===== src/rtl/linalg_pkg.sv =====
// Shared linear-algebra types: the float32 word type and the matrix-vector
// sequencer state encoding.
package linalg_pkg;

  typedef logic [31:0] float32_t;

  typedef enum logic [2:0] {
    LOAD_W   = 3'd0,
    GET_X    = 3'd1,
    PUT_V    = 3'd2,
    GET_PROD = 3'd3,
    PUT_Y    = 3'd4
  } matvec_state_t;

endpackage


===== src/rtl/matvec_sequencer.sv =====
// Matrix-vector sequencer: stores M weight rows, then for each operand vector
// x hands (W[r], x) pairs to an external inner-product unit one row at a time
// and gathers the M scalar results into output_y. Purely a data mover.
// Optional build macro MATVEC_WEIGHT_RELOAD_EN: when defined, the weights are
// reloaded after every result instead of persisting until reset.
module matvec_sequencer
  import linalg_pkg::*;
#(
  parameter int N = 8,
  parameter int M = 4
) (
  input  logic                clk,
  input  logic                rst,
  input  logic [N-1:0][31:0]  input_w_row,
  input  logic                input_w_stb,
  output logic                input_w_ack,
  input  logic [N-1:0][31:0]  input_x,
  input  logic                input_x_stb,
  output logic                input_x_ack,
  output logic [N-1:0][31:0]  ip_v1,
  output logic [N-1:0][31:0]  ip_v2,
  output logic                ip_v1_stb,
  output logic                ip_v2_stb,
  input  logic                ip_v1_ack,
  input  logic                ip_v2_ack,
  input  logic [31:0]         ip_prod,
  input  logic                ip_prod_stb,
  output logic                ip_prod_ack,
  output logic [M-1:0][31:0]  output_y,
  output logic                output_y_stb,
  input  logic                output_y_ack
);

  localparam int CW = (M > 1) ? $clog2(M) : 1;
  localparam logic [CW-1:0] LAST_ROW = CW'(M - 1);

  matvec_state_t     state;
  logic [CW-1:0]     row_cnt;
  logic              v_issued;
  float32_t [M-1:0]  y;
  float32_t [N-1:0]  x_reg;
  float32_t [N-1:0]  w_mem [M];

  logic w_xfer, x_xfer, v1_xfer, v2_xfer, prod_xfer, y_xfer;

  // Each ack/stb is only ever high in its own state, so a transfer is just stb & ack.
  assign w_xfer    = input_w_ack  & input_w_stb;
  assign x_xfer    = input_x_ack  & input_x_stb;
  assign v1_xfer   = ip_v1_stb    & ip_v1_ack;
  assign v2_xfer   = ip_v2_stb    & ip_v2_ack;
  assign prod_xfer = ip_prod_ack  & ip_prod_stb;
  assign y_xfer    = output_y_stb & output_y_ack;

  assign ip_v1    = w_mem[row_cnt];
  assign ip_v2    = x_reg;
  assign output_y = y;

  // Weight and operand storage: plain data capture, meaningless after reset.
  always_ff @(posedge clk) begin
    if (w_xfer) w_mem[row_cnt] <= input_w_row;
    if (x_xfer) x_reg <= input_x;
  end

  // Control FSM: each state raises its stb/ack one cycle after entry, drops it on transfer.
  always_ff @(posedge clk or posedge rst) begin
    if (rst) begin
      state        <= LOAD_W;
      row_cnt      <= '0;
      v_issued     <= 1'b0;
      y            <= '0;
      input_w_ack  <= 1'b0;
      input_x_ack  <= 1'b0;
      ip_v1_stb    <= 1'b0;
      ip_v2_stb    <= 1'b0;
      ip_prod_ack  <= 1'b0;
      output_y_stb <= 1'b0;
    end else begin
      case (state)
        LOAD_W: begin
          if (!input_w_ack) begin
            input_w_ack <= 1'b1;
          end else if (input_w_stb) begin
            if (row_cnt == LAST_ROW) begin
              row_cnt     <= '0;
              input_w_ack <= 1'b0;
              state       <= GET_X;
            end else begin
              row_cnt <= row_cnt + CW'(1);
            end
          end
        end

        GET_X: begin
          if (!input_x_ack) begin
            input_x_ack <= 1'b1;
          end else if (input_x_stb) begin
            input_x_ack <= 1'b0;
            state       <= PUT_V;
          end
        end

        PUT_V: begin
          // v_issued separates "not yet raised" from "raised and already taken".
          if (!v_issued) begin
            ip_v1_stb <= 1'b1;
            ip_v2_stb <= 1'b1;
            v_issued  <= 1'b1;
          end else begin
            if (v1_xfer) ip_v1_stb <= 1'b0;
            if (v2_xfer) ip_v2_stb <= 1'b0;
            if ((!ip_v1_stb || v1_xfer) && (!ip_v2_stb || v2_xfer)) begin
              v_issued <= 1'b0;
              state    <= GET_PROD;
            end
          end
        end

        GET_PROD: begin
          if (!ip_prod_ack) begin
            ip_prod_ack <= 1'b1;
          end else if (ip_prod_stb) begin
            y[row_cnt]  <= ip_prod;
            ip_prod_ack <= 1'b0;
            if (row_cnt != LAST_ROW) begin
              row_cnt <= row_cnt + CW'(1);
              state   <= PUT_V;
            end else begin
              row_cnt <= '0;
              state   <= PUT_Y;
            end
          end
        end

        PUT_Y: begin
          if (!output_y_stb) begin
            output_y_stb <= 1'b1;
          end else if (output_y_ack) begin
            output_y_stb <= 1'b0;
`ifdef MATVEC_WEIGHT_RELOAD_EN
            state <= LOAD_W;
`else
            state <= GET_X;
`endif
          end
        end

        default: state <= LOAD_W;
      endcase
    end
  end

endmodule


===== config.mk =====
export PLATFORM = sky130hd
export DESIGN_NAME = matvec_sequencer
export DESIGN_NICKNAME = d
export VERILOG_FILES = /design/src/rtl/linalg_pkg.sv /design/src/rtl/matvec_sequencer.sv
export SDC_FILE = /design/constraint.sdc
export NUM_CORES = 1
export LEC_CHECK = 0
export CORE_AREA = 5 5 458 460
export DETAILED_ROUTE_END_ITERATION = 8
export DIE_AREA = 0 0 463 465
export SLEW_MARGIN = 20
export SYNTH_ARGS = -nofsm -noshare
export SYNTH_HDL_FRONTEND = slang
export SYNTH_SLANG_ARGS = --single-unit

===== constraint.sdc =====
create_clock -name clk -period 10.1 [get_ports clk]
set_input_delay 1.01 -clock clk [delete_from_list [all_inputs] [get_ports clk]]
set_output_delay 1.01 -clock clk [all_outputs]
set_load 0.02 [all_outputs]

==> impl_results.md, run 1 <==
- Crit path DAT: 4.66 ns
- Multi-input gate area: 7828 um^2
- Area grow syn2layout: 41.47%
- Total wire length: 195.6 mm
- Min-delay worst type: flip-flop to flip-flop
- Die width: 463 um
- Max FO, Critical Path: 55
- Static Leak: 23.74 nW
- Vias in the first global route: 27320
- DIE AREA: 215300 um^2
- Clk buf depth: 3
- CTS clk-pin slew, worst paths: 0.06 ns
- Unique cell type count in the Yosys netlist: 35
- Crit. Startpoint: row_cnt[1]
- Critical setup path kind: flip-flop to output port
- Post-synthesis mux area share: 14.87%
- Post-route ant nets: 0
- #FFs+latches synth: 1420
- Post-cts sizing count: 0
- Via density per instance: 4.327
- Synthesis Warnings: 0
- XOR/XNOR Fraction of Synth Area: 0%
- Pins Over Slew Limit: 0
- First-pass GRT wire length: 255.8 mm
- Largest net degree at the start of global routing: 157
- Post-CTS Setup Inserts: 0
- Wire per inst: 32.03 um
- DR pass1 iterations: 5
- Drt drc: 0
- Reg2reg end: w_mem[1][36]
- Clock Skew: 0.05154 ns
- Outcome: complete, no violations
- Final Cycle Share: 56.10%
- Post-DP HPWL: 147.9 mm
- TritonCTS clock tree: yes
- Core box area: 205600 um^2
- Max IR drop VDD: 0.1651 mV
- Via count: 26430
- Fin Setup TNS: 0 ns
- Fmax: 176.5 MHz
- Largest family of logic cells by synthesized area: multiplexers
- Synth Area in Simple Gates: 0.4513%
- Clock latency on the worst-skew pair: 0.78 ns
- CTS Root Cell: clkbuf_16
- Final setup violation count: 0
- R2R Setup Slk: 5.58 ns
- WP data required: 9.09 ns
- Sequential share of the synthesized area: 83.59%
- # H-tree levels: 4
- Inserted Clock Buffers: 161
- Initial core utilization: 24.40%
- Critical path endpoint category: output port
- Top-level I/O count: 1198
- Fin. Hold Viols: 0
- Worst-Margin Slew: 1.109 ns
- Post-layout min period: 5.666 ns
- Post-Synth Adder-Cell Area: 0.09975%
- DR iter-0 viols: 2234
- GRT overflow: 0
- Kind of start point of the critical path: flip-flop
- Cells after Synth: 1939
- Filler Cells Inserted: 19280
- Num rows: 167
- Cell Area, Synth: 50180 um^2
- GRT Util Overall: 17.59%
- Slew margin rel.: 26.08%
- Setup crit end: ip_v1[38]
- Final Util: 34.52%
- Post-synthesis net count: 2495
- Height of the die: 465 um
- Max-cap viol count: 0
- RSZ-0062 raised after global routing: false
- Synthesized area per cell: 25.88 um^2
- R2R cell count: 5
- Cts hold-fix bufs: 0
- GPL Wtd Cong: 1.008
- Storage element area: 41950 um^2
- Clk sinks: 1420
- Initial antenna violation count: 84
- Final #Nets: 3808
- I/O Buffers: 1197
- RR Startpoint: row_cnt[0]
- Complex-gate fraction of the synthesized area: 0.1396%
- Fraction of layout cells with a size suffix above 1: 19.33%
- Power Density: 300.0 nW/um^2
[worst min path at each step]
| stage | cells after the start | startpoint | slack [ns] | end |
|---|---|---|---|---|
| 2_1_floorplan | 1 | v_issued | 0.45 | ip_v1_stb |
| 3_3_place_gp | 1 | v_issued | 0.47 | ip_v1_stb |
| 3_5_place_dp | 1 | output_y[55] | 0.48 | output_y[55] |
| 4_1_cts | 1 | output_y[55] | 0.49 | output_y[55] |
| 5_1_grt | 1 | output_y[51] | 0.51 | output_y[51] |
| 6_report | 1 | output_y[55] | 0.49 | output_y[55] |
[flip-flops by register name, summed over array words and instances (netlist names), 2 cells and up]
register,count
row_cnt,2
state,3
output_y,128
ip_v2,256
w_mem,1024
[per-stage QoR]
stage               hold WS [ns]  std cells  area (um^2)  setup WS, ns  power (mW)
finish                    0.4930       6107        70980         4.434       21.30
global route              0.5098       6093        70950         4.158       22.12
CTS                       0.4946       6087        70930         4.301       21.65
detailed placement        0.4806       5793        65440         5.211       15.54
global placement          0.4704       5793        65440         5.221       15.52
floorplan                 0.4520       1939        50180         2.325       11.88
[final cells by class]
cell class / count / area share (%)
antenna: 20 / 0.07051
inverter: 5 / 0.04407
sequential: 1420 / 59.10
timing repair buffer: 1223 / 17.26
clock inverter: 99 / 1.779
tap: 2704 / 4.766
multi-input combinational: 441 / 11.03
clock buffer: 195 / 5.958
[metal layers]
| layer | track usage, % | vias to the layer above | share of wire (%) |
|---|---|---|---|
| li1 | - | 10840 | - |
| met1 | 18.70 | 13860 | 34 |
| met2 | 30.28 | 1321 | 50 |
| met3 | 8.633 | 360 | 12 |
| met4 | 6.425 | 46 | 4.1 |
| met5 | 0 | - | 0.16 |
[Yosys cell counts]
cell	n	area share (%)
nor2b_1	2	0.025
edfxtp_1	1280	77
dfrtp_1	140	7.0
o21bai_1	1	0.015
nand2_4	4	0.090
a21oi_1	3	0.030
nand2_1	14	0.10
buf_4	1	0.015
mux2_4	59	1.8
a31oi_1	1	0.012
nor2_1	5	0.037
a31o_2	1	0.017
nand3_1	1	0.010
a2bb2oi_1	1	0.017
o21ai_0	3	0.030
mux4_2	256	11
or3b_2	1	0.017
and3_1	5	0.062
nor4_1	1	0.012
buf_6	12	0.27
buf_1	5	0.037
buf_2	32	0.32
nand4_1	1	0.012
or3_1	1	0.012
mux2i_1	1	0.020
mux2_1	12	0.27
mux2_2	59	1.3
and3b_1	1	0.017
clkbuf_1	22	0.16
inv_1	5	0.037
ha_1	4	0.10
and2b_4	1	0.020
o41ai_1	1	0.017
nor3b_1	2	0.030
clkbuf_2	1	0.010
[worst max-delay path, stage by stage (launching register included)]
cell and delay [ns]:
dfrtp_4 1.03, buf_4 0.82, buf_4 0.77, mux4_2 0.34, clkdlybuf4s50_1 0.70
[layout by cell type, fill, tap and decap left out, types with 4 or more instances in the layout]
cell type / synthesis / final
buf_4: 1 / 20
dfrtp_1: 140 / 138
diode_2: 0 / 20
and3_4: 0 / 4
mux2_4: 59 / 59
nand2_4: 4 / 4
buf_12: 0 / 6
edfxtp_1: 1280 / 1280
nor2_1: 5 / 5
clkbuf_1: 22 / 29
clkinv_2: 0 / 23
clkdlybuf4s50_1: 0 / 1197
mux2_1: 12 / 12
clkinv_1: 0 / 26
clkinv_16: 0 / 6
bufinv_16: 0 / 20
mux2_2: 59 / 59
inv_6: 0 / 12
nand2_1: 14 / 14
clkbuf_16: 0 / 163
ha_1: 4 / 4
mux4_2: 256 / 256
[kinds of logic (layout without fill, tap and decap cells)]
family,Yosys count,after routing
adders and majority gates,4,4
AOI/OAI and AO/OA,11,11
DFF,1420,1420
and+or+nand+nor,39,39
buffers and inverters,78,1522
other,0,20
muxes,387,387
[report_power, final]
part / internal [mW] / total (mW) / switching, mW
logic: 3.26 / 7.21 / 3.95
clock network: 3.54 / 6.01 / 2.47
registers: 7.58 / 8.08 / 0.493
total: 14.4 / 21.3 / 6.91
Note: power is estimated with default switching activity, not from simulation.
==> run 2, diff against run 1 <==
==> constraint.sdc (replaced) <==
create_clock -name clk -period 5.5 [get_ports clk]
set_input_delay 0.55 -clock clk [delete_from_list [all_inputs] [get_ports clk]]
set_output_delay 0.55 -clock clk [all_outputs]
set_load 0.02 [all_outputs]
==> run 2 against run 1 <==
Compared with the run above:
- combinational power rose by 86%
- first-iteration DRC count fell by 4.8%
- cell count rose by 1.5%
- register-to-register slack got worse by 3.5 ns
- utilization barely moved
- hold slack got worse by 0.21 ns
- count of clock-buffer cells in the layout rose by 14
- routed wire length rose by 6.0%
- critical path depth fell by 1
- largest cell class unchanged
- largest power group unchanged
- highest routed layer unchanged
==> impl_results.md, run 2 (synthesis gave the netlist of run 1 again) <==
- P_sw: 12.57 mW
- GPL Wtd Cong: 0.9851
- Post-route ant nets: 0
- RSZ-0062 raised after global routing: false
- Top-level I/O count: 1198
- TritonCTS clock tree: yes
- Clk buf depth: 3
- Combinational share of power: 34.7%
- Cts hold-fix bufs: 0
- Fin Setup TNS: 0 ns
- Clk sinks: 1420
- Crit path DAT: 3.57 ns
- Max-cap viol count: 0
- Clock latency on the worst-skew pair: 0.82 ns
- Critical path endpoint category: output port
- Final #Nets: 3811
- CTS Root Cell: clkbuf_16
- Max IR drop VDD: 0.3367 mV
- Kind of start point of the critical path: flip-flop
- Static Leak: 23.58 nW
- DR pass1 iterations: 5
- I/O Buffers: 1197
- Inserted Clock Buffers: 157
- Reg with most FFs: w_mem
- Internal: 25.97 mW
- DR iter-0 viols: 2126
- Largest net degree at the start of global routing: 107
- Fin. Hold Viols: 0
- Core box area: 205600 um^2
- First-pass GRT wire length: 266.9 mm
- Vias in the first global route: 27470
- Die width: 463 um
- Clock Skew: 0.02966 ns
- Fmax: 242.7 MHz
- Post-CTS Setup Inserts: 0
- Most frequent cells in the layout: edfxtp_1, clkdlybuf4s50_1, mux4_2, clkbuf_16, dfrtp_1
- Max FFs per register: 1024
- Post-cts sizing count: 0
- Final Cycle Share: 74.93%
- Worst-Margin Slew: 1.118 ns
- Area grow syn2layout: 41.57%
- Switching part of the total: 32.61%
- Num rows: 167
- Via density per instance: 4.307
- Drt drc: 0
- Final setup violation count: 0
- Wire per inst: 33.46 um
- Critical setup path kind: flip-flop to output port
- Max FO, Critical Path: 33
- Fraction of layout cells with a size suffix above 1: 18.94%
- DIE AREA: 215300 um^2
- Total wire length: 207.4 mm
- WP data required: 4.95 ns
- Initial antenna violation count: 108
- Pins Over Slew Limit: 0
- GRT Util Overall: 18.64%
- CTS clk-pin slew, worst paths: 0.06 ns
- Power Density: 542.6 nW/um^2
- Slew margin rel.: 25.44%
- # H-tree levels: 4
- Post-layout min period: 4.121 ns
- Hold Slack: 0.2849 ns
- Outcome: complete, no violations
- Filler Cells Inserted: 19340
- Register share of total power: 38.2%
- GRT overflow: 0
- Via count: 26690
- Height of the die: 465 um
- Post-DP HPWL: 160.1 mm
- Initial core utilization: 24.40%
- Clock power share: 27.1%
- Commonest non-fill, non-tap cell in the layout: edfxtp_1
- Min-delay worst type: input port to flip-flop
-- run 2: cell count changes in the layout (fill, tap and decap cells not counted), sizes merged, moves of 8 or more --
cell,previous run,this run
inv,21,10
clkinvlp,2,10
clkinv,61,46
clkbuf,195,209
diode,20,115
-- run 2: per-layer routing --
metal  share of wire, %  global-route usage, %  vias up
li1                   -                      -    10940
met1                 30                  17.10    14050
met2                 55                  34.89     1276
met3                9.5                  7.921      386
met4                5.4                  9.490       44
met5               0.14                      0        -
-- run 2: area by class of cell --
cell class,instances,area [um^2],area share (%)
timing repair buffer,1230,12470,17.55
clock buffer,209,4164,5.862
inverter,5,27.53,0.03875
multi-input combinational,441,7828,11.02
antenna,115,287.8,0.4051
clock inverter,74,927.1,1.305
tap,2704,3383,4.763
sequential,1420,41950,59.05
-- run 2: path summary, 6_finish.rpt --
kind                               from            end  slack [ns]  cells past startpoint
hold reg to reg                v_issued      ip_v1_stb        0.48                      1
setup / recovery             row_cnt[0]     ip_v1[139]        1.38                      3
max in group asynchronous           rst   output_y[80]        3.98                      3
setup reg to reg             row_cnt[0]  w_mem[2][139]        2.09                      5
min in group asynchronous           rst   output_y[45]        0.32                      2
hold / removal             input_x[240]     ip_v2[240]        0.28                      1
-- run 2: critical path, stage by stage, from the launching register on --
cell and delay, ns:
dfrtp_4 0.88, buf_4 0.68, mux4_2 0.59, clkdlybuf4s50_1 0.60
-- run 2: power groups by stage --
stage | Clock (mW) | Sequential (mW) | Combinational, mW
2_1_floorplan | 0 | 15.7 | 5.88
3_3_place_gp | 0 | 14.9 | 13.6
3_5_place_dp | 0 | 14.9 | 13.6
4_1_cts | 10.7 | 14.7 | 13.7
5_1_grt | 11.2 | 14.9 | 13.9
6_report | 10.4 | 14.7 | 13.4
-- run 2: metrics by stage --
stage	utilization, %	power [mW]	std cells	worst slack (ns)	instance area (um^2)
2_1_floorplan	-	21.59	1939	0.6228	50180
3_3_place_gp	31.93	28.53	5800	1.936	65650
3_5_place_dp	31.93	28.58	5800	1.926	65650
4_1_cts	34.41	39.17	6083	1.111	70740
5_1_grt	34.51	40.01	6169	1.054	70960
6_report	34.55	38.54	6198	1.379	71030
